--- config.mk ---
export PLATFORM = sky130hd
export DESIGN_NAME = pm_axi_writer
export DESIGN_NICKNAME = d
export VERILOG_FILES = /design/src/rtl/pm_axi_writer.sv
export SDC_FILE = /design/constraint.sdc
export NUM_CORES = 1
export LEC_CHECK = 0
export ABC_AREA = 1
export BUFFER_PORTS_ARGS = -buffer_cell sky130_fd_sc_hd__clkbuf_2
export CAP_MARGIN = 20
export CORE_AREA = 3 3 120 133
export CTS_CLUSTER_SIZE = 16
export DETAILED_ROUTE_END_ITERATION = 10
export DIE_AREA = 0 0 123 136
export MAX_ROUTING_LAYER = met4
export PLACE_DENSITY = 0.75
export SYNTH_ARGS = -nofsm -noshare
export SYNTH_HDL_FRONTEND = slang
export SYNTH_SLANG_ARGS = --single-unit
--- constraint.sdc ---
create_clock -name i_clk -period 2 [get_ports i_clk]
set_clock_uncertainty 0.15 [all_clocks]
set_input_delay 0.5 -clock i_clk [delete_from_list [all_inputs] [get_ports i_clk]]
set_output_delay 0.5 -clock i_clk [all_outputs]
set_load 0.05 [all_outputs]
--- src/rtl/pm_axi_writer.sv ---
// Postmortem single-beat AXI4 writer.
// Re-samples the handler's level request after a settle window.
module pm_axi_writer #(
  parameter int SETTLE  = 2,
  parameter int TIMEOUT = 1024
) (
  input  logic        i_clk,
  input  logic        i_rst,
  input  logic        i_start,
  input  logic [39:0] i_ddr_addr,
  input  logic [63:0] i_ddr_data,
  output logic        o_done,
  output logic [39:0] m_axi_awaddr,
  output logic        m_axi_awvalid,
  input  logic        m_axi_awready,
  output logic [7:0]  m_axi_awlen,
  output logic [2:0]  m_axi_awsize,
  output logic [1:0]  m_axi_awburst,
  output logic [63:0] m_axi_wdata,
  output logic [7:0]  m_axi_wstrb,
  output logic        m_axi_wlast,
  output logic        m_axi_wvalid,
  input  logic        m_axi_wready,
  input  logic [1:0]  m_axi_bresp,
  input  logic        m_axi_bvalid,
  output logic        m_axi_bready,
  output logic        o_err,
  output logic        o_timeout,
  output logic [31:0] o_wr_cnt,
  output logic [2:0]  o_state
);

  typedef enum logic [2:0] {
    IDLE = 3'd0,
    SETL = 3'd1,
    CAPT = 3'd2,
    XFER = 3'd3,
    RESP = 3'd4,
    DONE = 3'd5
  } state_t;

  localparam int SLAST = (SETTLE > 0) ? SETTLE - 1 : 0;
  localparam int SW    = (SLAST > 0) ? $clog2(SLAST + 1) : 1;
  localparam int TW    = $clog2(TIMEOUT + 1);

  state_t         state;
  logic [SW-1:0]  settle_cnt;
  logic [TW-1:0]  tmo_cnt;
  logic           aw_done;
  logic           w_done;
  logic           aw_ok;
  logic           w_ok;
  logic           settle_end;
  logic           unused_addr;

  assign m_axi_awlen   = 8'd0;
  assign m_axi_awsize  = 3'b011;
  assign m_axi_awburst = 2'b01;
  assign m_axi_wstrb   = 8'hFF;
  assign m_axi_wlast   = 1'b1;

  assign o_state     = state;
  assign unused_addr = ^i_ddr_addr[2:0];

  assign aw_ok = aw_done |
                 (m_axi_awvalid & m_axi_awready);
  assign w_ok  = w_done |
                 (m_axi_wvalid & m_axi_wready);

  assign settle_end = (state == SETL) &&
                      (settle_cnt == SW'(SLAST));

  always_ff @(posedge i_clk) begin
    if (!i_rst) begin
      state         <= IDLE;
      settle_cnt    <= '0;
      aw_done       <= 1'b0;
      w_done        <= 1'b0;
      m_axi_awaddr  <= '0;
      m_axi_awvalid <= 1'b0;
      m_axi_wdata   <= '0;
      m_axi_wvalid  <= 1'b0;
      m_axi_bready  <= 1'b0;
      o_done        <= 1'b0;
      o_err         <= 1'b0;
      o_wr_cnt      <= '0;
    end else begin
      o_done <= 1'b0;
      case (state)
        IDLE: begin
          if (i_start) begin
            settle_cnt <= '0;
            state      <= SETL;
          end
        end
        SETL: begin
          if (settle_end) begin
            state <= CAPT;
          end else begin
            settle_cnt <= settle_cnt + 1'b1;
          end
        end
        CAPT: begin
          if (!i_start) begin
            state <= IDLE;
          end else begin
            m_axi_awaddr  <= {i_ddr_addr[39:3], 3'b000};
            m_axi_wdata   <= i_ddr_data;
            m_axi_awvalid <= 1'b1;
            m_axi_wvalid  <= 1'b1;
            aw_done       <= 1'b0;
            w_done        <= 1'b0;
            state         <= XFER;
          end
        end
        XFER: begin
          if (m_axi_awvalid && m_axi_awready) begin
            m_axi_awvalid <= 1'b0;
            aw_done       <= 1'b1;
          end
          if (m_axi_wvalid && m_axi_wready) begin
            m_axi_wvalid <= 1'b0;
            w_done       <= 1'b1;
          end
          if (aw_ok && w_ok) begin
            m_axi_bready <= 1'b1;
            state        <= RESP;
          end
        end
        RESP: begin
          if (m_axi_bvalid) begin
            m_axi_bready <= 1'b0;
            o_done       <= 1'b1;
            if (m_axi_bresp != 2'b00) begin
              o_err <= 1'b1;
            end
            state <= DONE;
          end
        end
        DONE: begin
          // back to SETL so the handler's next request is re-sampled
          o_wr_cnt   <= o_wr_cnt + 1'b1;
          settle_cnt <= '0;
          state      <= SETL;
        end
        default: begin
          m_axi_awvalid <= 1'b0;
          m_axi_wvalid  <= 1'b0;
          m_axi_bready  <= 1'b0;
          state         <= IDLE;
        end
      endcase
    end
  end

  // progress watchdog: flags only, the transfer keeps waiting
  always_ff @(posedge i_clk) begin
    if (!i_rst) begin
      tmo_cnt   <= '0;
      o_timeout <= 1'b0;
    end else if (settle_end) begin
      tmo_cnt <= '0;
    end else if (state == XFER || state == RESP) begin
      if (tmo_cnt != TW'(TIMEOUT)) begin
        tmo_cnt <= tmo_cnt + 1'b1;
      end
      if (tmo_cnt == TW'(TIMEOUT - 1)) begin
        o_timeout <= 1'b1;
      end
    end
  end

endmodule

==> run_results.csv, run 1 <==
group,metric,value,unit
status,outcome,"finished, final reports clean",
power_and_ir_drop,pwr_cell_area,1099,nW/µm²
global_routing,groute.usage.overall,0.2078,
routing,detail_route.iter0.violations,331,
setup_path,r2r-end,"o_wr_cnt[20]",
run,cap_violations,0,
sta,hold_violations,0,
die,design.portCount,279,
cts,cts-buffers-inserted,17,
setup_path,crit_buf_inv,2,
cells_and_area,final-instance-count-excl-fill,1362,
global_routing,grt_antenna_before_repair,0,
die,num_rows,46,
setup_path,worst-setup-path-type,"reg2out",
routing,drt_drc_violations_left,0,
sta,finalCritPeriodShare,0.9510,
yosys,synth_async_sr_flop_share,0,
place,dp_cells,1329,
place,postPlaceCellArea,7900,µm²
die,start_util,0.4518,
setup_path,critical_path.max_fanout,6,
cells_and_area,final_util,0.5846,
setup_path,critical_path.cell_chain,"buf_4, clkbuf_4",
sta,drv_slew,0,
sta,grt_setup_unrepaired,"false",
cts,clock_tree_from_tritoncts,"done",
setup_path,worst_setup_path_end_kind,"output port",
cells_and_area,final_cell_mix,"sky130_fd_sc_hd__nor2_1 (281), sky130_fd_sc_hd__clkbuf_2 (247), sky130_fd_sc_hd__dfxtp_1 (155)",
setup_path,setup_slack_of_the_most_critical_reg_to_reg_path,0.22,ns
cts,clock_tree.buffer_depth,2,
global_routing,grt_start_max_net_pins,100,
die,floorplan.die_area,16730,µm²
sta,totalNegativeSetupSlack,0,ns
yosys,yosysWarningCount,0,
yosys,synth_seq_cells,156,
setup_path,slowest_stage,"sky130_fd_sc_hd__dfxtp_1",
hold_path,min_delay_path_depth,3,
cells_and_area,insertedDiodeCount,0,
yosys,avgSynthCellArea,7.166,µm²
setup_path,critical-path-max-stage-delay,0.43,ns
sta,highest_clock_frequency_the_design_can_meet,525.8,MHz
cts,clk_pin_slew_worst_paths,0.06,ns
place,buffer_ports.inserted,250,
yosys,synth_edf_count,0,
place,detail_placement_hpwl,13020,µm
global_routing,first_pass_grt_wire_length,27140,µm
place,globalplace.congestion,0.9049,
hold_path,hold_path_startpoint,"m_axi_bresp[0]",
sta,setup_violations,0,
yosys,yosysSeqAreaShare,0.4747,
cells_and_area,net_count_reported_at_finish,1272,
setup_path,cp_data_required_time,1.35,ns
yosys,synthDominantAreaCellType,"sky130_fd_sc_hd__dfxtp_1",
cts,cts-htree-levels,4,
setup_path,path_delay_family,"flip-flops",
cells_and_area,fill_cells,1426,
routing,antenna_left,0,
die,dieHeight,136,µm
die,die-width,123,µm
routing,firstDrtPassIters,4,
hold_path,hp-class,"in2reg",
place,pre_cts_ws,0.2231,ns
cts,clk_latency,0.42,ns
sta,hold_slack,0.1434,ns
cts,cts-root-buf,"sky130_fd_sc_hd__clkbuf_16",
routing,routed_wire_per_std_cell,12.92,µm
setup_path,timing.rr.start,"o_wr_cnt[1]",
routing,detail_route.vias_per_cell,4.769,
global_routing,globalRoute.totalOverflow,0,
yosys,syn_area,6579,µm²
yosys,synthesis.instances,918,
global_routing,first_global_vias,5791,
cells_and_area,final_common_cell,"sky130_fd_sc_hd__nor2_1",
setup_path,worstPathArrival,1.25,ns
routing,drt_wl_total,17600,µm
setup_path,worst-r2r-cell-count,8,
setup_path,worstSetupStartpointType,"flop",
yosys,ys_top_cells_by_area,"sky130_fd_sc_hd__dfxtp_1 (47%), sky130_fd_sc_hd__nor2_1 (16%), sky130_fd_sc_hd__o21ai_0 (8.4%), sky130_fd_sc_hd__nand2_1 (6.8%), sky130_fd_sc_hd__buf_4 (4.7%)",
cells_and_area,drive_above_1_share,0.2650,
routing,vias,6496,
cells_and_area,layout-area-overhead-vs-synth,29.38,%
yosys,yosys_most_used_dff,"sky130_fd_sc_hd__dfxtp_1",
power_and_ir_drop,final_total_pwr,9.354,mW
sta,layout_min_cycle_time,1.902,ns
sta,postLayoutSetupSlackWorst,0.09805,ns
cells_and_area,fin_area,8512,µm²
yosys,synth_cell_types,30,
yosys,synth_top_area_frac,0.4747,
hold_path,whs_endpoint,"o_err",
die,core-area,14560,µm²
cts,cts.sinks,156,
power_and_ir_drop,power.leakage,3.845,nW
power_and_ir_drop,max-vdd-ir-drop,0.0005702,V
area by class of cell:
class | instances | area, µm² | area share
Sequential cell | 156 | 3124 | 0.3670
Tap cell | 192 | 240.2 | 0.02822
Clock inverter | 12 | 113.9 | 0.01338
Timing Repair Buffer | 265 | 1431 | 0.1682
Inverter | 57 | 219.0 | 0.02572
Clock buffer | 20 | 466.7 | 0.05483
Multi-Input combinational cell | 660 | 2917 | 0.3426
metal layers:
metal / global-route usage / share of wire / vias up
met5: - / 0 / -
met4: 0.07815 / 0.024 / 0
met3: 0.06367 / 0.084 / 33
met2: 0.3546 / 0.50 / 215
met1: 0.2272 / 0.39 / 2901
li1: - / - / 3347
sequential cells by signal, indices dropped and copies added, names as in the netlist:
signal,cells
m_axi_wdata,64
m_axi_awaddr,37
o_wr_cnt,32
tmo_cnt,11
o_state,3
aw_done,1
m_axi_awvalid,1
m_axi_bready,1
m_axi_wvalid,1
o_done,1
o_err,1
o_timeout,1
settle_cnt,1
w_done,1
what timing repair did:
| item | CTS | global route |
|---|---|---|
| endpoints found under the setup margin | 1 | 10 |
| hold buffers | 0 | 0 |
| setup buffers | 0 | 1 |
| resized for setup | 2 | 3 |
| pin swaps | 0 | 1 |
power breakdown:
part | internal (mW) | switching, mW | leakage, nW
sequential | 3.41 | 0.208 | 1.26
combinational | 0.682 | 1.93 | 2.31
clock | 1.82 | 1.30 | 0.275
kinds of logic after synthesis:
logic type / after synthesis / synth area share
fa+ha+maj: 3 / 0.005706
flops: 156 / 0.4747
simple gates: 467 / 0.2895
buf+inv: 125 / 0.09585
compound gates: 153 / 0.1172
xor+xnor: 12 / 0.01598
other cells: 2 / 0.001142
worst max path at each step:
| stage | cells past startpoint | start | to | slack, ns |
|---|---|---|---|---|
| finish | 2 | o_state[2] | o_state[2] | 0.1 |
| global route | 1 | o_wr_cnt[17] | o_wr_cnt[17] | 0.03 |
| CTS | 2 | o_state[2] | o_state[2] | 0.03 |
| detailed placement | 9 | o_wr_cnt[1] | o_wr_cnt[28] | 0.22 |
| global placement | 6 | o_state[1] | tmo_cnt[9] | 0.24 |
| floorplan | 8 | o_wr_cnt[1] | o_wr_cnt[14] | 0.03 |
cells in the mapped netlist, drive strengths merged (8+ instances only):
master and n:
inv 56, nand2 121, clkbuf 23, nor2 286
buf 45, xor2 10, a21oi 32, nand4 13
nand3 36, nor3 8, dfxtp 156, o21ai 118
worst min-delay path: stages:
cell	delay [ns]
sky130_fd_sc_hd__clkbuf_2	0.07
sky130_fd_sc_hd__o21ai_0	0.06
sky130_fd_sc_hd__nand2_1	0.05
Power figures use the tool's default switching activity.
==> run 2: changes to the inputs <==
CELL_PAD_IN_SITES_DETAIL_PLACEMENT = 1   (was default)
CELL_PAD_IN_SITES_GLOBAL_PLACEMENT = 1   (was default)
CORE_AREA = 3 3 139 155   (was 3 3 120 133)
DIE_AREA = 0 0 142 158   (was 0 0 123 136)
PLACE_DENSITY = default   (was 0.75)
PLACE_DENSITY_LB_ADDON = 0.1   (was default)
RECOVER_POWER = 25   (was default)
==> run_results.csv, run 2 (synthesis results as in run 1) <==
group,metric,value,unit
cts,clk_latency,0.42,ns
global_routing,met2_use_gr,0.3139,
cts,cts-root-buf,"sky130_fd_sc_hd__clkbuf_16",
power_and_ir_drop,power.clock.fraction,0.342,
power_and_ir_drop,max-vdd-ir-drop,0.0006189,V
sta,setup_violations,0,
cts,clk_pin_slew_worst_paths,0.06,ns
die,die-width,142,µm
setup_path,timing.rr.start,"o_state[0]",
global_routing,globalRoute.totalOverflow,0,
cts,clock_tree_from_tritoncts,"done",
global_routing,first_global_vias,6481,
die,design.portCount,279,
setup_path,worst_setup_path_end_kind,"output port",
place,buffer_ports.inserted,250,
power_and_ir_drop,power.leakage,3.855,nW
global_routing,groute.usage.overall,0.1867,
routing,detail_route.iter0.violations,285,
power_and_ir_drop,swShare,0.3775,
power_and_ir_drop,final_total_pwr,9.581,mW
routing,antenna_left,0,
power_and_ir_drop,share_comb_of_total_power,0.279,
die,core-area,19930,µm²
setup_path,slowest_stage,"sky130_fd_sc_hd__dfxtp_1",
hold_path,min_delay_path_depth,3,
cells_and_area,layout-area-overhead-vs-synth,30.85,%
cells_and_area,largest_reg_flops,64,
power_and_ir_drop,switching_power,3.617,mW
cts,cts.sinks,156,
setup_path,path_delay_family,"flip-flops",
sta,drv_slew,0,
setup_path,critical_path.cell_chain,"buf_2",
sta,totalNegativeSetupSlack,0,ns
sta,worst-slew-pin-transition,0.5975,ns
routing,drt_drc_violations_left,0,
power_and_ir_drop,intPower,5.964,mW
cells_and_area,max_flop_register,"m_axi_wdata",
setup_path,worst-r2r-cell-count,6,
cts,postCtsSetupRepairBufs,0,
cts,cts-htree-levels,4,
sta,layout_min_cycle_time,1.912,ns
setup_path,worstPathArrival,1.26,ns
global_routing,gr-usage-met3,0.05257,
power_and_ir_drop,share_seq_of_total_power,0.379,
global_routing,grt_antenna_before_repair,0,
hold_path,whs_endpoint,"o_err",
hold_path,hold_path_startpoint,"m_axi_bresp[0]",
place,globalplace.congestion,0.7943,
power_and_ir_drop,pwr_cell_area,1113,nW/µm²
global_routing,gr_peak_layer,"met2",
die,floorplan.die_area,22440,µm²
cells_and_area,final_cell_mix,"sky130_fd_sc_hd__nor2_1 (280), sky130_fd_sc_hd__clkbuf_2 (244), sky130_fd_sc_hd__dfxtp_1 (154)",
cells_and_area,insertedDiodeCount,0,
cells_and_area,drive_above_1_share,0.2641,
cells_and_area,net_count_reported_at_finish,1277,
routing,firstDrtPassIters,4,
run,cap_violations,0,
global_routing,first_pass_grt_wire_length,32710,µm
routing,routed_wire_per_std_cell,14.68,µm
die,dieHeight,158,µm
setup_path,r2r-end,"m_axi_wdata[37]",
cells_and_area,reg.largest.list,"m_axi_wdata: 64 flops, m_axi_awaddr: 37 flops, o_wr_cnt: 32 flops",
hold_path,hp-class,"in2reg",
setup_path,worstSetupStartpointType,"flop",
sta,highest_clock_frequency_the_design_can_meet,522.9,MHz
setup_path,setup_slack_of_the_most_critical_reg_to_reg_path,0.19,ns
status,outcome,"finished, final reports clean",
routing,vias,6618,
sta,slew_headroom,0.6034,
setup_path,worst-setup-path-type,"reg2out",
sta,hold_violations,0,
sta,finalCritPeriodShare,0.9562,
place,detail_placement_hpwl,15380,µm
setup_path,crit_buf_inv,1,
sta,grt_setup_unrepaired,"false",
routing,detail_route.vias_per_cell,4.641,
setup_path,critical_path.max_fanout,7,
cts,cts-buffers-inserted,17,
global_routing,globalRouteMet1Util,0.2148,
setup_path,cp_data_required_time,1.35,ns
cts,clock_tree.buffer_depth,2,
routing,drt_wl_total,20940,µm
setup_path,critical-path-max-stage-delay,0.49,ns
cells_and_area,final_common_cell,"sky130_fd_sc_hd__nor2_1",
die,num_rows,54,
die,start_util,0.3301,
global_routing,grt_start_max_net_pins,87,
[run 2: cell count changes in the layout (fill, tap and decap cells not counted), sizes merged]
cell,before,now
clkinv,6,2
clkbuf,269,266
bufinv,1,2
inv,58,62
clkinvlp,4,5
buf,16,21
[run 2: metal layers]
metal	wire (µm)	part of all wire	vias to the layer above
met3	1254	0.060	25
met1	8916	0.43	3054
met5	0	0	-
met2	10370	0.50	183
met4	393	0.019	0
li1	-	-	3356
[run 2: how the worst max path moves through the flow]
stage                       startpoint            to  cells after the start
after global placement      o_state[2]    o_state[2]                      9
final                       o_state[0]    o_state[0]                      1
after detailed placement    o_state[2]    o_state[2]                      9
after global routing      o_wr_cnt[17]  o_wr_cnt[17]                      1
after CTS                   o_state[2]    o_state[2]                      1
after floorplan            o_wr_cnt[1]  o_wr_cnt[14]                      8
[run 2: per-stage QoR]
step	worst slack [ns]	hold WS [ns]	instances	cell area, µm²	util
after detailed placement	0.1324	0.2927	1395	8030	0.4029
after CTS	0.002362	0.1450	1426	8620	0.4325
after global routing	0.01013	0.1576	1426	8608	0.4319
after global placement	0.1942	0.2830	1395	8030	0.4029
after floorplan	0.03155	0.2775	941	6665	-
final	0.08751	0.1673	1426	8608	0.4319
[run 2: layout make-up]
class / count / area, µm²
flip-flops and latches: 156 / 3126
repair buffers: 270 / 1440
fillers: 2589 / 11320
inverters: 57 / 219.0
multi-input cells: 660 / 2922
clock buffers: 17 / 425.4
clock inverters: 14 / 161.4
well taps: 252 / 315.3
[run 2: worst register-to-register path: stages (launching register included)]
cell and delay [ns]:
sky130_fd_sc_hd__dfxtp_1 0.39, sky130_fd_sc_hd__nor2_1 0.24, sky130_fd_sc_hd__nand3_4 0.15, sky130_fd_sc_hd__inv_1 0.13
sky130_fd_sc_hd__buf_6 0.43, sky130_fd_sc_hd__nor2_1 0.15, sky130_fd_sc_hd__nor2_1 0.12
[run 2: what timing repair did]
item,CTS,global route
cloned,0,0
endpoints found under the setup margin,1,16
gates resized for setup,1,4
hold buffers,0,0
[run 2: power by group through the flow]
stage	sequential [mW]	clock, mW	combinational, mW
final	3.63	3.28	2.67
after global routing	3.67	3.53	2.93
after detailed placement	3.70	0	2.70
after global placement	3.69	0	2.67
after CTS	3.63	3.38	2.72
after floorplan	4.57	0	1.14
